`config.mk`:
```
export PLATFORM = sky130hd
export DESIGN_NAME = fetch_seq
export DESIGN_NICKNAME = d
export VERILOG_FILES = /design/src/rtl/fetch_seq.sv
export SDC_FILE = /design/constraint.sdc
export NUM_CORES = 1
export LEC_CHECK = 0
export BUFFER_PORTS_ARGS = -buffer_cell sky130_fd_sc_hd__buf_2
export CORE_MARGIN = 10
export CORE_UTILIZATION = 35
export CTS_CLUSTER_DIAMETER = 60
export DETAILED_ROUTE_END_ITERATION = 10
export PLACE_DENSITY = 0.66
export SYNTH_ARGS = -nofsm -noshare
export SYNTH_HDL_FRONTEND = slang
export SYNTH_SLANG_ARGS = --single-unit
export TNS_END_PERCENT = 10
```
`constraint.sdc`:
```
create_clock -name clk -period 2.2 [get_ports clk]
set_clock_uncertainty 0.15 [all_clocks]
set_input_delay 0.33 -clock clk [delete_from_list [all_inputs] [get_ports clk]]
set_output_delay 0.33 -clock clk [all_outputs]
set_load 0.01 [all_outputs]
```
`src/rtl/fetch_seq.sv`:
```
// Instruction-fetch sequencer: fetch at pc, hand ir downstream, then pulse one pc command.
// Optional FETCH_TIMEOUT_EN adds a mem_ack watchdog that faults and halts.
module fetch_seq #(
  parameter int AW      = 16,
  parameter int DW      = 16,
  parameter int TIMEOUT = 15
) (
  input  logic          clk,
  input  logic          reset,
  input  logic [AW-1:0] pc,
  output logic          inc,
  output logic          add,
  output logic          sub,
  output logic [AW-1:0] offset,
  output logic          mem_req,
  output logic [AW-1:0] mem_addr,
  input  logic          mem_ack,
  input  logic [DW-1:0] mem_rdata,
  output logic [DW-1:0] ir,
  output logic          ir_valid,
  input  logic          ir_ready,
  output logic          halted,
  output logic          fault
);

  typedef enum logic [2:0] {IDLE, FETCH, ISSUE, UPDATE, HALT} state_t;
  state_t state;

  // Address follows pc combinationally so a pc update lands on the very next request.
  assign mem_addr = mem_req ? pc : '0;

`ifdef FETCH_TIMEOUT_EN
  localparam int CW = $clog2(TIMEOUT + 1);
  localparam logic [CW-1:0] TLAST = CW'(TIMEOUT - 1);
  logic [CW-1:0] tcnt;
`else
  logic unused_timeout;
  assign unused_timeout = (TIMEOUT != 0);
`endif

  always_ff @(posedge clk or negedge reset) begin
    if (!reset) begin
      state    <= IDLE;
      mem_req  <= 1'b0;
      ir       <= '0;
      ir_valid <= 1'b0;
      inc      <= 1'b0;
      add      <= 1'b0;
      sub      <= 1'b0;
      offset   <= '0;
      halted   <= 1'b0;
      fault    <= 1'b0;
`ifdef FETCH_TIMEOUT_EN
      tcnt     <= '0;
`endif
    end else begin
      case (state)
        IDLE: begin
          state   <= FETCH;
          mem_req <= 1'b1;
`ifdef FETCH_TIMEOUT_EN
          tcnt    <= '0;
`endif
        end
        FETCH: begin
          if (mem_ack) begin
            ir       <= mem_rdata;
            mem_req  <= 1'b0;
            ir_valid <= 1'b1;
            state    <= ISSUE;
          end
`ifdef FETCH_TIMEOUT_EN
          else if (tcnt == TLAST) begin
            mem_req <= 1'b0;
            fault   <= 1'b1;
            halted  <= 1'b1;
            state   <= HALT;
          end else begin
            tcnt <= tcnt + CW'(1);
          end
`endif
        end
        ISSUE: begin
          if (ir_ready) begin
            ir_valid <= 1'b0;
            state    <= UPDATE;
            // Displacement is always zero-extended; add/sub alone sets direction.
            case (ir[15:12])
              4'hE: begin
                add    <= 1'b1;
                offset <= {{(AW-8){1'b0}}, ir[7:0]};
              end
              4'hF: begin
                sub    <= 1'b1;
                offset <= {{(AW-8){1'b0}}, ir[7:0]};
              end
              default: inc <= (ir != '0);
            endcase
          end
        end
        UPDATE: begin
          inc    <= 1'b0;
          add    <= 1'b0;
          sub    <= 1'b0;
          offset <= '0;
          if (ir == '0) begin
            halted <= 1'b1;
            state  <= HALT;
          end else begin
            mem_req <= 1'b1;
            state   <= FETCH;
`ifdef FETCH_TIMEOUT_EN
            tcnt    <= '0;
`endif
          end
        end
        HALT: begin
          halted <= 1'b1;
        end
        default: state <= IDLE;
      endcase
    end
  end

endmodule

```
==> PnR_summary.wiki, run 1 <==
{| class="wikitable"
! Metric !! Value
|-
| Result of the run || finished clean
|-
| Wirelength per Cell || 16.3 µm
|-
| Worst max-slew margin expressed relative to the limit || 52.2%
|-
| Antenna violations before repair || 0
|-
| First-pass GRT wire length || 7160 µm
|-
| Detailed-placement wirelength estimate || 3540 µm
|-
| EDFF count, synth || 0
|-
| I/O pin count || 91
|-
| Die area || 7740 µm²
|-
| Vias after detailed routing || 1371
|-
| Cells taking the most area after synthesis || sky130_fd_sc_hd__dfrtp_1 51%, sky130_fd_sc_hd__mux2_4 9.3%, sky130_fd_sc_hd__and2_1 6.6%, sky130_fd_sc_hd__buf_4 4.6%, sky130_fd_sc_hd__mux2_2 4.2%
|-
| Diodes inserted || 0
|-
| Setup-failing EPs final || 0
|-
| Clock period minus worst slack || 1.66 ns
|-
| Number of core rows || 24
|-
| Routed vias/inst || 4.93
|-
| X dimension of the die || 88.0 µm
|-
| Smallest setup slack after layout || 0.540 ns
|-
| Max cap viols || 0
|-
| Gate count of the mapped netlist || 144
|-
| Proportion of synthesized chip area in sequential cells || 51.0%
|-
| Clock input transition at the sequential cells of the worst setup and hold paths || 0.07 ns
|-
| Critical Path AT || 1.68 ns
|-
| Fill cell instance count of the final layout || 424
|-
| RSZ-0062 raised after global routing || false
|-
| Final hold violation count || 0
|-
| Yosys reg bits || 33
|-
| Post-synthesis to final-layout area growth || 30.7%
|-
| Crit path launch type || register
|-
| Mean area per synthesized cell || 11.2 µm²
|-
| Largest area contributor in the synthesized netlist || sky130_fd_sc_hd__dfrtp_1
|-
| CTS Root Buffer Type || sky130_fd_sc_hd__clkbuf_8
|-
| Top fanout value on the critical path || 16
|-
| Final clock period utilization by the worst path || 75.5%
|-
| Synthesis Warnings || 1
|-
| Clock insertion delay at the later pin of the skew report || 0.29 ns
|-
| Post-route insts no fill || 278
|-
| Placed Cells || 269
|-
| Type of the worst min-delay path || in2reg
|-
| Launch instance of the worst register-to-register path || state[2]
|-
| Worst IR drop on VDD || 0.716 mV
|-
| Worst setup path category || reg2reg
|-
| Buffers from clock root to sink, at most || 2
|-
| Post-route setup TNS || 0 ns
|-
| # Post-CTS Setup Buffers || 0
|-
| Number of clock buffers inserted by TritonCTS || 5
|-
| Crit path launch || state[2]
|-
| Library cells used by synthesis || 31
|-
| Maximum number of pins on one net before global-route repair || 34
|-
| Vert. Die Dim || 88.0 µm
|-
| Dpl ws || 0.553 ns
|-
| Global-route congestion overflow total || 0
|-
| Placer's final routability congestion estimate || 0.710
|-
| LEAKAGE || 1.08 nW
|-
| Drt initial violations || 125
|-
| Placeable Area || 4410 µm²
|-
| Antenna violation net count after detailed routing || 0
|-
| Total Power || 2.78 mW
|-
| Most numerous cell in the Yosys netlist || sky130_fd_sc_hd__dfrtp_1
|-
| Register area || 826 µm²
|-
| Total routing resource utilization after global routing || 11.7%
|-
| Starting utilization of the core area || 36.6%
|-
| Share of cells above drive strength 1 || 47.8%
|-
| Achievable frequency || 0.602 GHz
|-
| Count of pins over their slew limit || 0
|-
| Fin nets || 261
|-
| Tightest Pin Transition || 0.718 ns
|-
| Origin of the worst min-delay path || mem_rdata[12]
|-
| Category of the worst setup path capture point || register
|-
| Clock tree from TritonCTS || yes
|-
| List of most frequent post-synthesis cells || 33 x sky130_fd_sc_hd__dfrtp_1, 17 x sky130_fd_sc_hd__and2_1, 12 x sky130_fd_sc_hd__a21oi_1, 10 x sky130_fd_sc_hd__buf_4, 10 x sky130_fd_sc_hd__mux2_4
|-
| Dominant synthesized flop cell || sky130_fd_sc_hd__dfrtp_1
|-
| Number of search-and-repair iterations in the first detailed-routing pass || 4
|-
| Netlist area before placement || 1620 µm²
|-
| Power density of the placed cells || 1310 nW/µm²
|-
| DRC violations left || 0
|-
| Vias in the first global route || 1459
|-
| TritonCTS Sinks || 33
|-
| PortBufs || 81
|-
| Area of the multi-input gates || 696 µm²
|-
| Post-synth ARST share || 100%
|-
| Setup slack of the most critical reg-to-reg path || 0.54 ns
|-
| Required time at the endpoint of the critical path || 2.22 ns
|-
| Area fraction of the dominant cell type after synthesis || 51.0%
|-
| Number of H-tree levels || 2
|-
| DRT Wirelength || 4540 µm
|}
==> layer usage <==
layer  GRT usage, %  wire length [µm]  share of wire [%]  up-vias
met2           16.5              1820                 40       79
li1               -                 -                  -      652
met5              0                 0                  0        -
met1           14.3              2000                 44      633
met3           7.06               657                 14        7
met4           4.35                62                1.4        0
==> critical path, cell delays in order, from the launching register on <==
cell	delay [ns]
sky130_fd_sc_hd__dfrtp_1	0.49
sky130_fd_sc_hd__nor2_2	0.14
sky130_fd_sc_hd__and3_4	0.38
sky130_fd_sc_hd__mux2_2	0.38
==> state kept, by name, summed over array words and instances (netlist names) <==
signal and cells:
sub 1, ir 16, state 3, ir_valid 1
mem_req 1, add 1, inc 1, offset 8
halted 1
==> stage by stage <==
step	area [µm²]	utilization (%)	hold slack, ns
4_1_cts	2110	47.9	0.110
3_5_place_dp	2000	45.4	0.280
6_report	2110	47.9	0.117
5_1_grt	2110	47.9	0.107
3_3_place_gp	2000	45.4	0.283
2_1_floorplan	1650	-	-0.116
==> power by group <==
| part | switching (mW) | internal, mW |
|---|---|---|
| sequential | 0.272 | 0.846 |
| clock | 0.222 | 0.283 |
| combinational | 0.571 | 0.582 |
==> final timing paths <==
path	endpoint	depth (start not counted)
max	ir[11]	3
min	ir[12]	2
max reg2reg	ir[11]	3
min reg2reg	halted	1
max in group asynchronous	ir[2]	2
min in group asynchronous	add	2
==> placed cells by master (no fill, tap or decap), types with 2 or more instances in the layout <==
master | Yosys | routed
sky130_fd_sc_hd__buf_2 | 2 | 81
sky130_fd_sc_hd__mux2_4 | 10 | 10
sky130_fd_sc_hd__dfrtp_1 | 33 | 33
sky130_fd_sc_hd__nor4_1 | 4 | 4
sky130_fd_sc_hd__clkbuf_8 | 0 | 7
sky130_fd_sc_hd__a211oi_1 | 2 | 2
sky130_fd_sc_hd__and2_1 | 17 | 17
sky130_fd_sc_hd__conb_1 | 1 | 9
sky130_fd_sc_hd__o21ai_0 | 9 | 9
sky130_fd_sc_hd__nand3_1 | 9 | 9
sky130_fd_sc_hd__nand2b_1 | 2 | 2
sky130_fd_sc_hd__nor2_1 | 6 | 6
sky130_fd_sc_hd__a21oi_1 | 12 | 12
sky130_fd_sc_hd__a31oi_1 | 2 | 2
sky130_fd_sc_hd__mux2_2 | 6 | 6
sky130_fd_sc_hd__nand3b_1 | 2 | 2
==> timing repair <==
item                      in CTS  in global routing
hold endpoints to repair      33                  0
hold buffers                   1                  0
gates resized for setup        0                  0
==> logic make-up after synthesis <==
kind of cell	synth area share (%)
other	0.232
muxes	13.5
DFF	51.0
and+or+nand+nor	17.1
buffers and inverters	7.81
AOI/OAI and AO/OA	10.4
==> final cells by class <==
| type | instances | share of cell area (%) |
|---|---|---|
| Clock buffer | 7 | 4.56 |
| Clock inverter | 1 | 0.237 |
| Inverter | 1 | 0.178 |
| Multi-Input combinational cell | 101 | 32.9 |
| Sequential cell | 33 | 39.1 |
| Tap cell | 52 | 3.08 |
| Timing Repair Buffer | 83 | 20.0 |
(Power assumes the default switching activity.)
==> run 2, diff against run 1 <==
--- a/config.mk
+++ b/config.mk
@@ -5,12 +5,13 @@
 export SDC_FILE = /design/constraint.sdc
 export NUM_CORES = 1
 export LEC_CHECK = 0
+export ABC_AREA = 1
 export BUFFER_PORTS_ARGS = -buffer_cell sky130_fd_sc_hd__buf_2
 export CORE_MARGIN = 10
 export CORE_UTILIZATION = 35
 export CTS_CLUSTER_DIAMETER = 60
 export DETAILED_ROUTE_END_ITERATION = 10
-export PLACE_DENSITY = 0.66
+export PLACE_DENSITY = 0.65
 export SYNTH_ARGS = -nofsm -noshare
 export SYNTH_HDL_FRONTEND = slang
 export SYNTH_SLANG_ARGS = --single-unit
==> constraint.sdc (replaced) <==
create_clock -name clk -period 1.6 [get_ports clk]
set_clock_uncertainty 0.15 [all_clocks]
set_input_delay 0.24 -clock clk [delete_from_list [all_inputs] [get_ports clk]]
set_output_delay 0.24 -clock clk [all_outputs]
set_load 0.01 [all_outputs]
==> PnR_summary.wiki, run 2 <==
{| class="wikitable"
! Metric !! Value
|-
| TritonCTS Sinks || 33 (unchanged)
|-
| # Post-CTS Setup Buffers || 0 (unchanged)
|-
| Clock input transition at the sequential cells of the worst setup and hold paths || 0.07 ns (about the same)
|-
| Placer's final routability congestion estimate || 0.811 (+14%)
|-
| Top fanout value on the critical path || 18 (+2)
|-
| I/O pin count || 91 (unchanged)
|-
| Critical Path AT || 1.07 ns (-0.61 ns)
|-
| Netlist area before placement || 1740 µm² (+7.5%)
|-
| PortBufs || 81 (unchanged)
|-
| DRC violations left || 0 (unchanged)
|-
| Total routing resource utilization after global routing || 11.2% (-0.58 points)
|-
| Required time at the endpoint of the critical path || 1.21 ns (-1.01 ns)
|-
| Share of the core filled with cells in the final layout || 48.3% (+0.41 points)
|-
| Worst setup path category || reg2out
|-
| LEAKAGE || 1.43 nW (+32%)
|-
| Dominant synthesized flop cell || sky130_fd_sc_hd__dfrtp_1
|-
| Post-route setup TNS || 0 ns (unchanged)
|-
| Cells taking the most area after synthesis || sky130_fd_sc_hd__dfrtp_1 47%, sky130_fd_sc_hd__nand2_1 19%, sky130_fd_sc_hd__inv_1 6.0%, sky130_fd_sc_hd__nand3_1 5.8%, sky130_fd_sc_hd__o21ai_2 4.0%
|-
| Post-synth ARST share || 100% (unchanged)
|-
| EDFF count, synth || 0 (unchanged)
|-
| Count of pins over their slew limit || 0 (unchanged)
|-
| Post-placement cell area || 2180 µm² (+9.1%)
|-
| Setup slack of the most critical reg-to-reg path || 0.15 ns (-0.39 ns)
|-
| Setup-failing EPs final || 0 (unchanged)
|-
| Result of the run || finished clean
|-
| Vias in the first global route || 1532 (+5.0%)
|-
| Starting utilization of the core area || 36.6% (-0.071 points)
|-
| Library cells used by synthesis || 22 (-29%)
|-
| Proportion of synthesized chip area in sequential cells || 47.5% (-3.6 points)
|-
| Post-synthesis to final-layout area growth || 32.1%
|-
| X dimension of the die || 90.5 µm (+2.8%)
|-
| Type of the worst min-delay path || in2reg
|-
| Total Power || 4.30 mW (+55%)
|-
| Die area || 8190 µm² (+5.8%)
|-
| CTS Root Buffer Type || sky130_fd_sc_hd__clkbuf_8
|-
| Number of clock buffers inserted by TritonCTS || 5 (unchanged)
|-
| Crit path launch type || register
|-
| First-pass GRT wire length || 7640 µm (+6.8%)
|-
| Synthesis Warnings || 1 (unchanged)
|-
| Buffers from clock root to sink, at most || 2 (unchanged)
|-
| Worst r2r dst || ir_valid
|-
| Largest register FFs || 16 (unchanged)
|-
| Worst r2r path cells || 7 (+4)
|-
| Largest registers || ir x16, offset x8, state x3
|-
| Wirelength per Cell || 12.5 µm (-24%)
|-
| Drt initial violations || 108 (-14%)
|-
| Worst IR drop on VDD || 1.03 mV (+44%)
|-
| Launch instance of the worst register-to-register path || state[1]
|-
| Mean area per synthesized cell || 7.66 µm² (-32%)
|-
| Final hold violation count || 0 (unchanged)
|-
| Vert. Die Dim || 90.5 µm (+2.8%)
|-
| Vias after detailed routing || 1566 (+14%)
|-
| Critical Path End || mem_addr[4]
|-
| Category of the worst setup path capture point || output port
|-
| Clock tree from TritonCTS || yes
|-
| List of most frequent post-synthesis cells || 87 x sky130_fd_sc_hd__nand2_1, 33 x sky130_fd_sc_hd__dfrtp_1, 28 x sky130_fd_sc_hd__inv_1, 20 x sky130_fd_sc_hd__nand3_1, 13 x sky130_fd_sc_hd__nor2_1
|-
| Minimum hold slack || 0.0388 ns (-0.0786 ns)
|-
| Diodes inserted || 0 (unchanged)
|-
| Top reg by flops || ir
|-
| Yosys reg bits || 33 (unchanged)
|-
| Post-route design area || 2300 µm² (+8.6%)
|-
| Max cap viols || 0 (unchanged)
|-
| Number of core rows || 25 (+4.2%)
|-
| Clock period minus worst slack || 1.46 ns
|-
| Crit path launch || mem_req
|-
| Gate count of the mapped netlist || 227 (+58%)
|-
| Final clock period utilization by the worst path || 91.3%
|-
| Routed vias/inst || 4.13 (-16%)
|-
| Largest area contributor in the synthesized netlist || sky130_fd_sc_hd__dfrtp_1
|-
| Area fraction of the dominant cell type after synthesis || 47.5% (-3.6 points)
|-
| Fin nets || 347 (+33%)
|-
| Commonest cells after routing, fill and taps aside || 87 x sky130_fd_sc_hd__nand2_1, 81 x sky130_fd_sc_hd__buf_2, 32 x sky130_fd_sc_hd__dfrtp_1
|-
| Antenna violations before repair || 0 (unchanged)
|-
| Most common cell after layout, fill and taps aside || sky130_fd_sc_hd__nand2_1
|-
| Maximum number of pins on one net before global-route repair || 19 (-44%)
|-
| Detailed-placement wirelength estimate || 3850 µm (+8.6%)
|-
| Depth of the worst hold-timing path || 3 (+1)
|-
| Most numerous cell in the Yosys netlist || sky130_fd_sc_hd__nand2_1
|-
| Share of cells above drive strength 1 || 35.9% (-12 points)
|-
| Power density of the placed cells || 1870 nW/µm² (+43%)
|-
| Antenna violation net count after detailed routing || 0 (unchanged)
|-
| RSZ-0062 raised after global routing || false
|-
| Clock insertion delay at the later pin of the skew report || 0.28 ns (about the same)
|-
| DRT Wirelength || 4720 µm (+4.0%)
|-
| Placeable Area || 4750 µm² (+7.7%)
|-
| Number of H-tree levels || 2 (unchanged)
|-
| Number of search-and-repair iterations in the first detailed-routing pass || 4 (unchanged)
|-
| Global-route congestion overflow total || 0 (unchanged)
|-
| Achievable frequency || 0.685 GHz
|}
## run 2: cell types whose count changed after synthesis, moves of 3 or more
cell and change:
sky130_fd_sc_hd__mux2_2 -6, sky130_fd_sc_hd__nand2_2 +3, sky130_fd_sc_hd__nor2_1 +7, sky130_fd_sc_hd__o21ai_2 +8
sky130_fd_sc_hd__nor2_4 +3, sky130_fd_sc_hd__o21ai_0 -6, sky130_fd_sc_hd__inv_1 +27, sky130_fd_sc_hd__nand3_1 +11
sky130_fd_sc_hd__nand2_1 +86, sky130_fd_sc_hd__nor4_1 -4, sky130_fd_sc_hd__mux2_4 -10, sky130_fd_sc_hd__a21oi_1 -10
sky130_fd_sc_hd__and2_1 -17
## run 2: how the worst min path moves through the flow
stage	start	end	slack (ns)
finish	mem_rdata[1]	ir[1]	0.04
global route	mem_rdata[1]	ir[1]	0.04
CTS	mem_rdata[1]	ir[1]	0.03
detailed placement	reset	ir[6]	0.05
global placement	reset	ir[6]	0.04
floorplan	reset	add	-0.21
## run 2: critical path, stage by stage, from the launching register on
cell and delay, ns:
sky130_fd_sc_hd__dfrtp_2 0.53, sky130_fd_sc_hd__nand2_1 0.09, sky130_fd_sc_hd__inv_1 0.05, sky130_fd_sc_hd__buf_2 0.12
## run 2: metal layers
layer / track usage (%) / vias to the layer above / wire (µm)
met5: 0 / - / 0
li1: - / 839 / -
met4: 3.58 / 0 / 31
met2: 19.7 / 35 / 2520
met3: 2.83 / 2 / 202
met1: 12.8 / 690 / 1970
## run 2: per-stage QoR
stage / setup slack [ns] / instances
2_1_floorplan: 0.158 / 235
3_3_place_gp: 0.213 / 370
3_5_place_dp: 0.157 / 370
4_1_cts: 0.120 / 379
5_1_grt: 0.00140 / 379
6_report: 0.139 / 379
## run 2: kinds of logic (layout without fill, tap and decap cells)
| logic type | after synthesis | after routing | share of synthesized area, % |
|---|---|---|---|
| and+or+nand+nor | 131 | 131 | 32.7 |
| AOI/OAI and AO/OA | 16 | 16 | 6.62 |
| other | 1 | 9 | 0.216 |
| DFF | 33 | 33 | 47.5 |
| buffers and inverters | 46 | 123 | 12.9 |
## run 2: what timing repair did
item                                   CTS  global route
endpoints found under the hold margin   16             0
setup endpoints to repair               16             0
resized for setup                        1             0
hold buffers                             1             0
## run 2: power by group
part           internal (mW)  switching (mW)
Clock                  0.389           0.294
Combinational          0.805            1.24
Sequential              1.20           0.371
Total                   2.39            1.91
## run 2: cell type report
| class | instances | area [µm²] |
|---|---|---|
| Clock inverter | 1 | 5.00 |
| Inverter | 29 | 109 |
| Tap cell | 67 | 83.8 |
| Fill cell | 490 | 2460 |
| Clock buffer | 7 | 96.3 |
| Sequential cell | 33 | 827 |
| Multi-Input combinational cell | 156 | 718 |
| Timing Repair Buffer | 86 | 458 |
